File: src/rtl/hdmi_pkg.sv
// Shared HDMI scheduling types and timing constants used by the data island
// scheduler and the video preamble logic.
package hdmi_pkg;

    typedef enum logic [2:0] {
        IDLE        = 3'd0,
        PREAMBLE    = 3'd1,
        LEAD_GUARD  = 3'd2,
        PACKET      = 3'd3,
        TRAIL_GUARD = 3'd4
    } island_state_t;

    localparam int PREAMBLE_LEN    = 8;
    localparam int GUARD_LEN       = 2;
    localparam int PACKET_LEN      = 32;
    localparam int MIN_CONTROL     = 12;
    localparam int ISLAND_OVERHEAD = 35;
    localparam int R_MAX           = 1023;

    // Number of whole packets that still leave room for the fixed island
    // overhead before active video, clipped to the per-island maximum.
    function automatic logic [4:0] packets_that_fit(input logic [9:0] r, input int max_packets);
        int fit;
        if (32'(r) < 32'(ISLAND_OVERHEAD)) begin
            fit = 0;
        end else begin
            fit = int'((32'(r) - 32'(ISLAND_OVERHEAD)) / 32'(PACKET_LEN));
        end
        if (fit > max_packets) begin
            fit = max_packets;
        end
        return 5'(fit);
    endfunction

endpackage

File: src/rtl/cycles_to_video.sv
// Combinational count of pixel clocks until the next active pixel, saturated
// at 1023; zero means the current pixel is active video.
module cycles_to_video #(
    parameter int FRAME_WIDTH    = 800,
    parameter int SCREEN_START_X = 160,
    parameter int SCREEN_START_Y = 45,
    parameter int BIT_WIDTH      = 10,
    parameter int BIT_HEIGHT     = 10
) (
    input  logic [BIT_WIDTH-1:0]  cx,
    input  logic [BIT_HEIGHT-1:0] cy,
    output logic [9:0]            cycles
);
    import hdmi_pkg::*;

    logic [31:0] cx_w;
    logic [31:0] cy_w;
    logic [31:0] raw;

    always_comb begin
        cx_w = 32'(cx);
        cy_w = 32'(cy);
        raw  = 32'(R_MAX);
        if (cy_w >= 32'(SCREEN_START_Y)) begin
            if (cx_w < 32'(SCREEN_START_X)) begin
                raw = 32'(SCREEN_START_X) - cx_w;
            end else begin
                raw = 32'd0;
            end
        end else if (cy_w == 32'(SCREEN_START_Y - 1)) begin
            // Last blanking line: the rest of this line plus the next line's porch.
            raw = 32'(FRAME_WIDTH) - cx_w + 32'(SCREEN_START_X);
        end
        cycles = (raw > 32'(R_MAX)) ? 10'(R_MAX) : raw[9:0];
    end

endmodule

File: src/rtl/data_island_scheduler.sv
// Opens HDMI data islands in blanking, sizes them to the time left before
// active video and drives the preamble / guard / packet phases.
module data_island_scheduler #(
    parameter int FRAME_WIDTH    = 800,
    parameter int FRAME_HEIGHT   = 525,
    parameter int SCREEN_START_X = 160,
    parameter int SCREEN_START_Y = 45,
    parameter int BIT_WIDTH      = 10,
    parameter int BIT_HEIGHT     = 10,
    parameter int MAX_PACKETS    = 18
) (
    input  logic                  clk_pixel,
    input  logic                  reset_n,
    input  logic [BIT_WIDTH-1:0]  cx,
    input  logic [BIT_HEIGHT-1:0] cy,
    output logic                  data_island_preamble,
    output logic                  data_island_guard,
    output logic                  data_island_period,
    output logic                  packet_enable,
    output logic [4:0]            packet_pixel_counter,
    output logic                  video_field_end,
    output logic                  overrun,
    output logic [2:0]            island_state_dbg
);
    import hdmi_pkg::*;

    // Handshake: none. cx/cy are sampled every clock; every output is a
    // registered level/pulse valid for exactly the cycle it is high.

    island_state_t state_q, state_d;
    logic [2:0]    phase_q, phase_d;
    logic [4:0]    pix_q, pix_d;
    logic [4:0]    left_q, left_d;
    logic [3:0]    ctl_q, ctl_d;
    logic          preamble_q, preamble_d;
    logic          guard_q, guard_d;
    logic          period_q, period_d;
    logic          pkt_en_q, pkt_en_d;
    logic          ovr_q, ovr_d;
    logic          vfe_q, vfe_d;

    logic [9:0]    r;
    logic [4:0]    n_fit;

    cycles_to_video #(
        .FRAME_WIDTH    (FRAME_WIDTH),
        .SCREEN_START_X (SCREEN_START_X),
        .SCREEN_START_Y (SCREEN_START_Y),
        .BIT_WIDTH      (BIT_WIDTH),
        .BIT_HEIGHT     (BIT_HEIGHT)
    ) u_cycles_to_video (
        .cx     (cx),
        .cy     (cy),
        .cycles (r)
    );

    assign n_fit = packets_that_fit(r, MAX_PACKETS);

    always_comb begin
        state_d  = state_q;
        phase_d  = 3'd0;
        pix_d    = 5'd0;
        left_d   = left_q;
        ctl_d    = 4'd0;
        pkt_en_d = 1'b0;
        ovr_d    = 1'b0;

        case (state_q)
            IDLE: begin
                if (r != 10'd0) begin
                    ctl_d = (ctl_q == 4'd15) ? 4'd15 : ctl_q + 4'd1;
                    if ((ctl_q >= 4'(MIN_CONTROL)) && (n_fit != 5'd0)) begin
                        state_d = PREAMBLE;
                        left_d  = n_fit;
                    end
                end
            end
            PREAMBLE: begin
                if (phase_q == 3'(PREAMBLE_LEN - 1)) begin
                    state_d = LEAD_GUARD;
                end else begin
                    phase_d = phase_q + 3'd1;
                end
            end
            LEAD_GUARD: begin
                if (phase_q == 3'(GUARD_LEN - 1)) begin
                    state_d = PACKET;
                end else begin
                    phase_d  = phase_q + 3'd1;
                    pkt_en_d = (phase_d == 3'(GUARD_LEN - 1));
                end
            end
            PACKET: begin
                if (pix_q == 5'(PACKET_LEN - 1)) begin
                    left_d = left_q - 5'd1;
                    if (left_q == 5'd1) begin
                        state_d = TRAIL_GUARD;
                    end
                end else begin
                    pix_d = pix_q + 5'd1;
                    // Announce the next packet during the final pixel of this one.
                    pkt_en_d = (pix_d == 5'(PACKET_LEN - 1)) && (left_q > 5'd1);
                end
            end
            TRAIL_GUARD: begin
                if (phase_q == 3'(GUARD_LEN - 1)) begin
                    state_d = IDLE;
                end else begin
                    phase_d = phase_q + 3'd1;
                end
            end
            default: begin
                state_d = IDLE;
            end
        endcase

        // Video arriving mid-island abandons the island outright.
        if ((state_q != IDLE) && (r == 10'd0)) begin
            state_d  = IDLE;
            phase_d  = 3'd0;
            pix_d    = 5'd0;
            left_d   = 5'd0;
            pkt_en_d = 1'b0;
            ovr_d    = 1'b1;
        end

        preamble_d = (state_d == PREAMBLE);
        guard_d    = (state_d == LEAD_GUARD) || (state_d == TRAIL_GUARD);
        period_d   = (state_d == PACKET);
        vfe_d      = (32'(cx) == 32'(FRAME_WIDTH - 1)) && (32'(cy) == 32'(FRAME_HEIGHT - 1));
    end

    always_ff @(posedge clk_pixel or negedge reset_n) begin
        if (!reset_n) begin
            state_q    <= IDLE;
            phase_q    <= 3'd0;
            pix_q      <= 5'd0;
            left_q     <= 5'd0;
            ctl_q      <= 4'd0;
            preamble_q <= 1'b0;
            guard_q    <= 1'b0;
            period_q   <= 1'b0;
            pkt_en_q   <= 1'b0;
            ovr_q      <= 1'b0;
            vfe_q      <= 1'b0;
        end else begin
            state_q    <= state_d;
            phase_q    <= phase_d;
            pix_q      <= pix_d;
            left_q     <= left_d;
            ctl_q      <= ctl_d;
            preamble_q <= preamble_d;
            guard_q    <= guard_d;
            period_q   <= period_d;
            pkt_en_q   <= pkt_en_d;
            ovr_q      <= ovr_d;
            vfe_q      <= vfe_d;
        end
    end

    assign data_island_preamble = preamble_q;
    assign data_island_guard    = guard_q;
    assign data_island_period   = period_q;
    assign packet_enable        = pkt_en_q;
    assign packet_pixel_counter = pix_q;
    assign video_field_end      = vfe_q;
    assign overrun              = ovr_q;
    assign island_state_dbg     = state_q;

endmodule
File: config.mk
export PLATFORM = sky130hd
export DESIGN_NAME = data_island_scheduler
export DESIGN_NICKNAME = d
export VERILOG_FILES = /design/src/rtl/hdmi_pkg.sv /design/src/rtl/cycles_to_video.sv /design/src/rtl/data_island_scheduler.sv
export SDC_FILE = /design/constraint.sdc
export NUM_CORES = 1
export LEC_CHECK = 0
export CAP_MARGIN = 20
export CORE_ASPECT_RATIO = 1.5
export CORE_MARGIN = 3
export CORE_UTILIZATION = 55
export CTS_CLUSTER_DIAMETER = 150
export CTS_CLUSTER_SIZE = 10
export DETAILED_ROUTE_END_ITERATION = 10
export PLACE_DENSITY = 0.81
export SYNTH_ARGS = -nofsm -noshare
export SYNTH_HDL_FRONTEND = slang
export SYNTH_SLANG_ARGS = --single-unit
export TNS_END_PERCENT = 20
File: constraint.sdc
create_clock -name clk_pixel -period 4.9 [get_ports clk_pixel]
set_clock_uncertainty 0.1 [all_clocks]
set_input_delay 0.735 -clock clk_pixel [delete_from_list [all_inputs] [get_ports clk_pixel]]
set_output_delay 0.735 -clock clk_pixel [all_outputs]
set_load 0.005 [all_outputs]
==> run summary <==
The leakage power came out at 1.74 nW. The final cell utilization of the core came out at 0.830. Of all nets on the critical path, the largest fanout is 4.

The proportion of power drawn by the clock network came out at 0.220. The met1 wire length came out at 2920 µm. The global placement routability congestion came out at 0.946. The overflow left after global routing came out at 0. In the final routed layout, each cell accounts on average for 17.3 µm.

The worst-case IR drop observed on VDD is 0.000208 V. In the final design database the tool counted 475 nets. Of the available clock period, the critical path in the final layout requires 0.977.

Counting flops with an async set or reset pin after synthesis yields a share of 1.00. The fraction of final layout cells sized beyond drive strength 1 is 0.299. The floorplan step defined a die boundary enclosing 5760 µm². The H-tree depth is 1. The post-synthesis register bit count came out at 26. The class of the most critical hold timing path is flop to flop. The share of total power dissipated in sequential elements is 0.412. 36 I/O pins were placed. In this run, distinct cell masters in the synthesized netlist total 71. The die outline height came out at 91.5 µm. For this block, the initial DRC count from the detailed router was 204. The cell count after synthesis came out at 332.

The final hold violation count is 0. The global-route wire length before repair came out at 14,000 µm. The share of the Yosys chip area taken by registers is 0.243.

The number of search-and-repair iterations in the first detailed-routing pass is 5. The number of nets in the synthesized netlist is 373. For the pin with the worst max-slew slack, the measured transition is 634 ps. Setup violations remaining at the end of the flow were counted as 0. The final antenna-violating net count came out at 0. The initial antenna violation count is 0. The power density relative to cell area is 141 nW/µm². The cell-internal power is 372 µW.

The instance area at placement is 3630 µm². The library cells used most frequently in the layout, excluding fill and tap cells, are 67 x sky130_fd_sc_hd__buf_4, 32 x sky130_fd_sc_hd__nor2_1, 29 x sky130_fd_sc_hd__nand2_1, 28 x sky130_fd_sc_hd__clkdlybuf4s50_1, 26 x sky130_fd_sc_hd__dfrtp_1. The number of maximum-capacitance violations is 0. The total number of clock tree sinks came out at 26. The post-synthesis instance area came out at 2680 µm².

STA classifies the critical path startpoint as an input port. The total clock buffers created by CTS is 3. The most critical setup path has its endpoint at left_q[1]$_DFFE_PN0P_.

By area the synthesized netlist is led by sky130_fd_sc_hd__dfrtp_1 24%, sky130_fd_sc_hd__ha_1 8.9%, sky130_fd_sc_hd__nor2_1 4.6%. The total power draw came out at 539 µW. The total inserted antenna cells came out at 0. The flow ran to the end, and the final reports show no timing, DRC or antenna violations.

The reg2reg setup slack came out at 2540 ps. The endpoint identified for the worst register-to-register timing path is data_island_preamble$_DFF_PN0_. The root buffer cell chosen for the clock tree is sky130_fd_sc_hd__clkbuf_8.

Clock-pin slew was measured on the worst setup and hold paths at 80 ps. The post-route standard cell area excluding fillers is 3830 µm². The initial cell density of the core came out at 0.580.

The via-per-instance ratio is 6.24. Among all flip-flop cells after synthesis, the most frequent one is sky130_fd_sc_hd__dfrtp_1. The maximum number of pins on one net before global-route repair came out at 27. The final routed DRC violation total is 0.

The placeable core region is 4620 µm². The max-slew violation total from the final report is 0. In this run the worst setup path begins at cx[2]. During synthesis, Yosys emitted a total of 0 warnings. The maximum achievable frequency is 209 MHz. STA puts the critical path data arrival time at 4850 ps.

The critical path goes through clkbuf_2 > or3_4 > o31ai_4 > nand2_2 > ha_4 > nand2b_4 > a221oi_4 > or2_4 > ha_2 > and4b_1 > nand3_2 > a32oi_2 > a21bo_2 > a21o_1 > buf_6 > o32ai_2 > a2111o_1 > o41a_4 > nor2_8 > mux2_4. The remaining max-slew budget at the tightest pin is 0.574. The worst setup path is captured at a flop. The clock period could shrink to 4790 ps. Wire segments on met2 add up to 4740 µm in the final route. The routed length on met3 is 316 µm. After floorplanning, the core was divided into 30 placement rows. The number of global-route vias before repair is 3,278. The share of the synthesized area in the top cell type came out at 0.243. For this block, the via count after detailed routing is 3,096.

The switching portion of total power came out at 0.311. The switching power summed over all nets is 167 µW. The library cell contributing the largest single delay on the critical path is sky130_fd_sc_hd__a2111o_1. Leaving out fill and tap cells, the most frequent cell in the layout is sky130_fd_sc_hd__buf_4. The post-detailed-routing wire length came out at 8600 µm. Measured in cells, the most critical reg-to-reg path has a length of 11. The combined global-route utilization of all metal layers is 0.296. The HPWL after detailed placement is 6570 µm. The number of input and output port buffers inserted is 35. The average instance in the mapped netlist occupies 8.07 µm². The die width came out at 63.0 µm. The worst register-to-register path begins at packet_pixel_counter[0]$_DFF_PN0_.

The critical path's largest stage delay came out at 470 ps. The number of buffers between clock root and the deepest sink came out at 2. Of the total power, combinational logic draws 0.368. The worst-skew pair later-pin latency came out at 270 ps. The critical path data required time came out at 4960 ps. The number of enable flip-flop cells after synthesis came out at 0. Hold repair after CTS inserted 0 buffers.

The CTS tree is built. The post-synthesis to final-layout area growth is 43.0%. The largest total area in the synthesized netlist belongs to sky130_fd_sc_hd__dfrtp_1.

The critical path class is input port to flop. Signal routing reaches up to met4.
## worst max-delay path: cells and delay by family
kind,cells,cell delay [ps]
AO/OA/AOI/OAI,8,1960
adder cells (fa/ha/maj),2,430
buffers and inverters,2,210
multiplexers,1,300
AND/OR/NAND/NOR,7,1210
## power by group through the flow
stage | Clock [mW] | Combinational, mW | Sequential (mW)
finish | 0.119 | 0.198 | 0.222
global route | 0.126 | 0.215 | 0.223
CTS | 0.119 | 0.188 | 0.222
detailed placement | 0 | 0.180 | 0.227
global placement | 0 | 0.175 | 0.226
floorplan | 0 | 0.103 | 0.226
## state kept, by name (all words and copies together) (netlist names)
signal and cells:
ctl_q 4, data_island_guard 1, data_island_period 1, data_island_preamble 1, island_state_dbg 3, left_q 5
overrun 1, packet_enable 1, packet_pixel_counter 5, phase_q 3, video_field_end 1
## cell type report
type,count,area [µm²]
clock buffers,3,41.3
fillers,300,786
repair buffers,107,890
flip-flops and latches,26,651
well taps,64,80.1
multi-input cells,279,2090
inverters,17,76.3
## cells by family after synthesis
logic type / Yosys count / share of synthesized area
flops: 26 / 0.243
mux: 4 / 0.0159
fa+ha+maj: 19 / 0.0887
compound gates: 101 / 0.282
xor+xnor: 5 / 0.0163
simple gates: 150 / 0.314
buf+inv: 27 / 0.0397
## layer usage
| layer | vias up | global-route usage |
|---|---|---|
| met5 | - | 0 |
| met4 | 0 | 0.192 |
| met3 | 58 | 0.0297 |
| met2 | 114 | 0.595 |
| met1 | 1471 | 0.267 |
| li1 | 1453 | - |
## through the flow
step / hold slack (ps) / instances / worst slack [ps] / setup TNS (ps)
6_report: 405 / 496 / 112 / 0
5_1_grt: 445 / 496 / -34.6 / -84.0
4_1_cts: 412 / 493 / 5.83 / 0
3_5_place_dp: 401 / 479 / -672 / -5470
3_3_place_gp: 392 / 479 / -514 / -3810
2_1_floorplan: 339 / 332 / -106 / -211
## worst min-delay path by stage
stage / start / endpoint / slack [ps] / cells past startpoint
final: ctl_q[0]$_DFF_PN0_ / ctl_q[0]$_DFF_PN0_ / 400 / 1
after global routing: ctl_q[0]$_DFF_PN0_ / ctl_q[0]$_DFF_PN0_ / 440 / 1
after CTS: ctl_q[0]$_DFF_PN0_ / ctl_q[0]$_DFF_PN0_ / 410 / 1
after detailed placement: ctl_q[0]$_DFF_PN0_ / ctl_q[0]$_DFF_PN0_ / 400 / 1
after global placement: ctl_q[0]$_DFF_PN0_ / ctl_q[0]$_DFF_PN0_ / 390 / 1
after floorplan: reset_n / ctl_q[0]$_DFF_PN0_ / 340 / 0
## cell usage after synthesis (5+ instances only)
| master | number |
|---|---|
| sky130_fd_sc_hd__nand3_1 | 14 |
| sky130_fd_sc_hd__nor2_1 | 33 |
| sky130_fd_sc_hd__a211oi_1 | 5 |
| sky130_fd_sc_hd__and3_1 | 9 |
| sky130_fd_sc_hd__clkbuf_1 | 6 |
| sky130_fd_sc_hd__or4_1 | 5 |
| sky130_fd_sc_hd__or2_2 | 8 |
| sky130_fd_sc_hd__or3_1 | 5 |
| sky130_fd_sc_hd__nor3_1 | 15 |
| sky130_fd_sc_hd__dfrtp_1 | 26 |
| sky130_fd_sc_hd__o22ai_1 | 5 |
| sky130_fd_sc_hd__o32ai_1 | 5 |
| sky130_fd_sc_hd__o21ai_0 | 17 |
| sky130_fd_sc_hd__nand2_1 | 31 |
| sky130_fd_sc_hd__ha_1 | 19 |
| sky130_fd_sc_hd__a21oi_1 | 21 |
| sky130_fd_sc_hd__inv_1 | 17 |
## what timing repair did
item,in CTS,in global routing
setup endpoints to repair,9,7
buffers inserted,11,2
pin swaps,17,15
resized for setup,22,14
hold endpoints to repair,0,0
No activity file was read; power rests on OpenSTA's default activity.
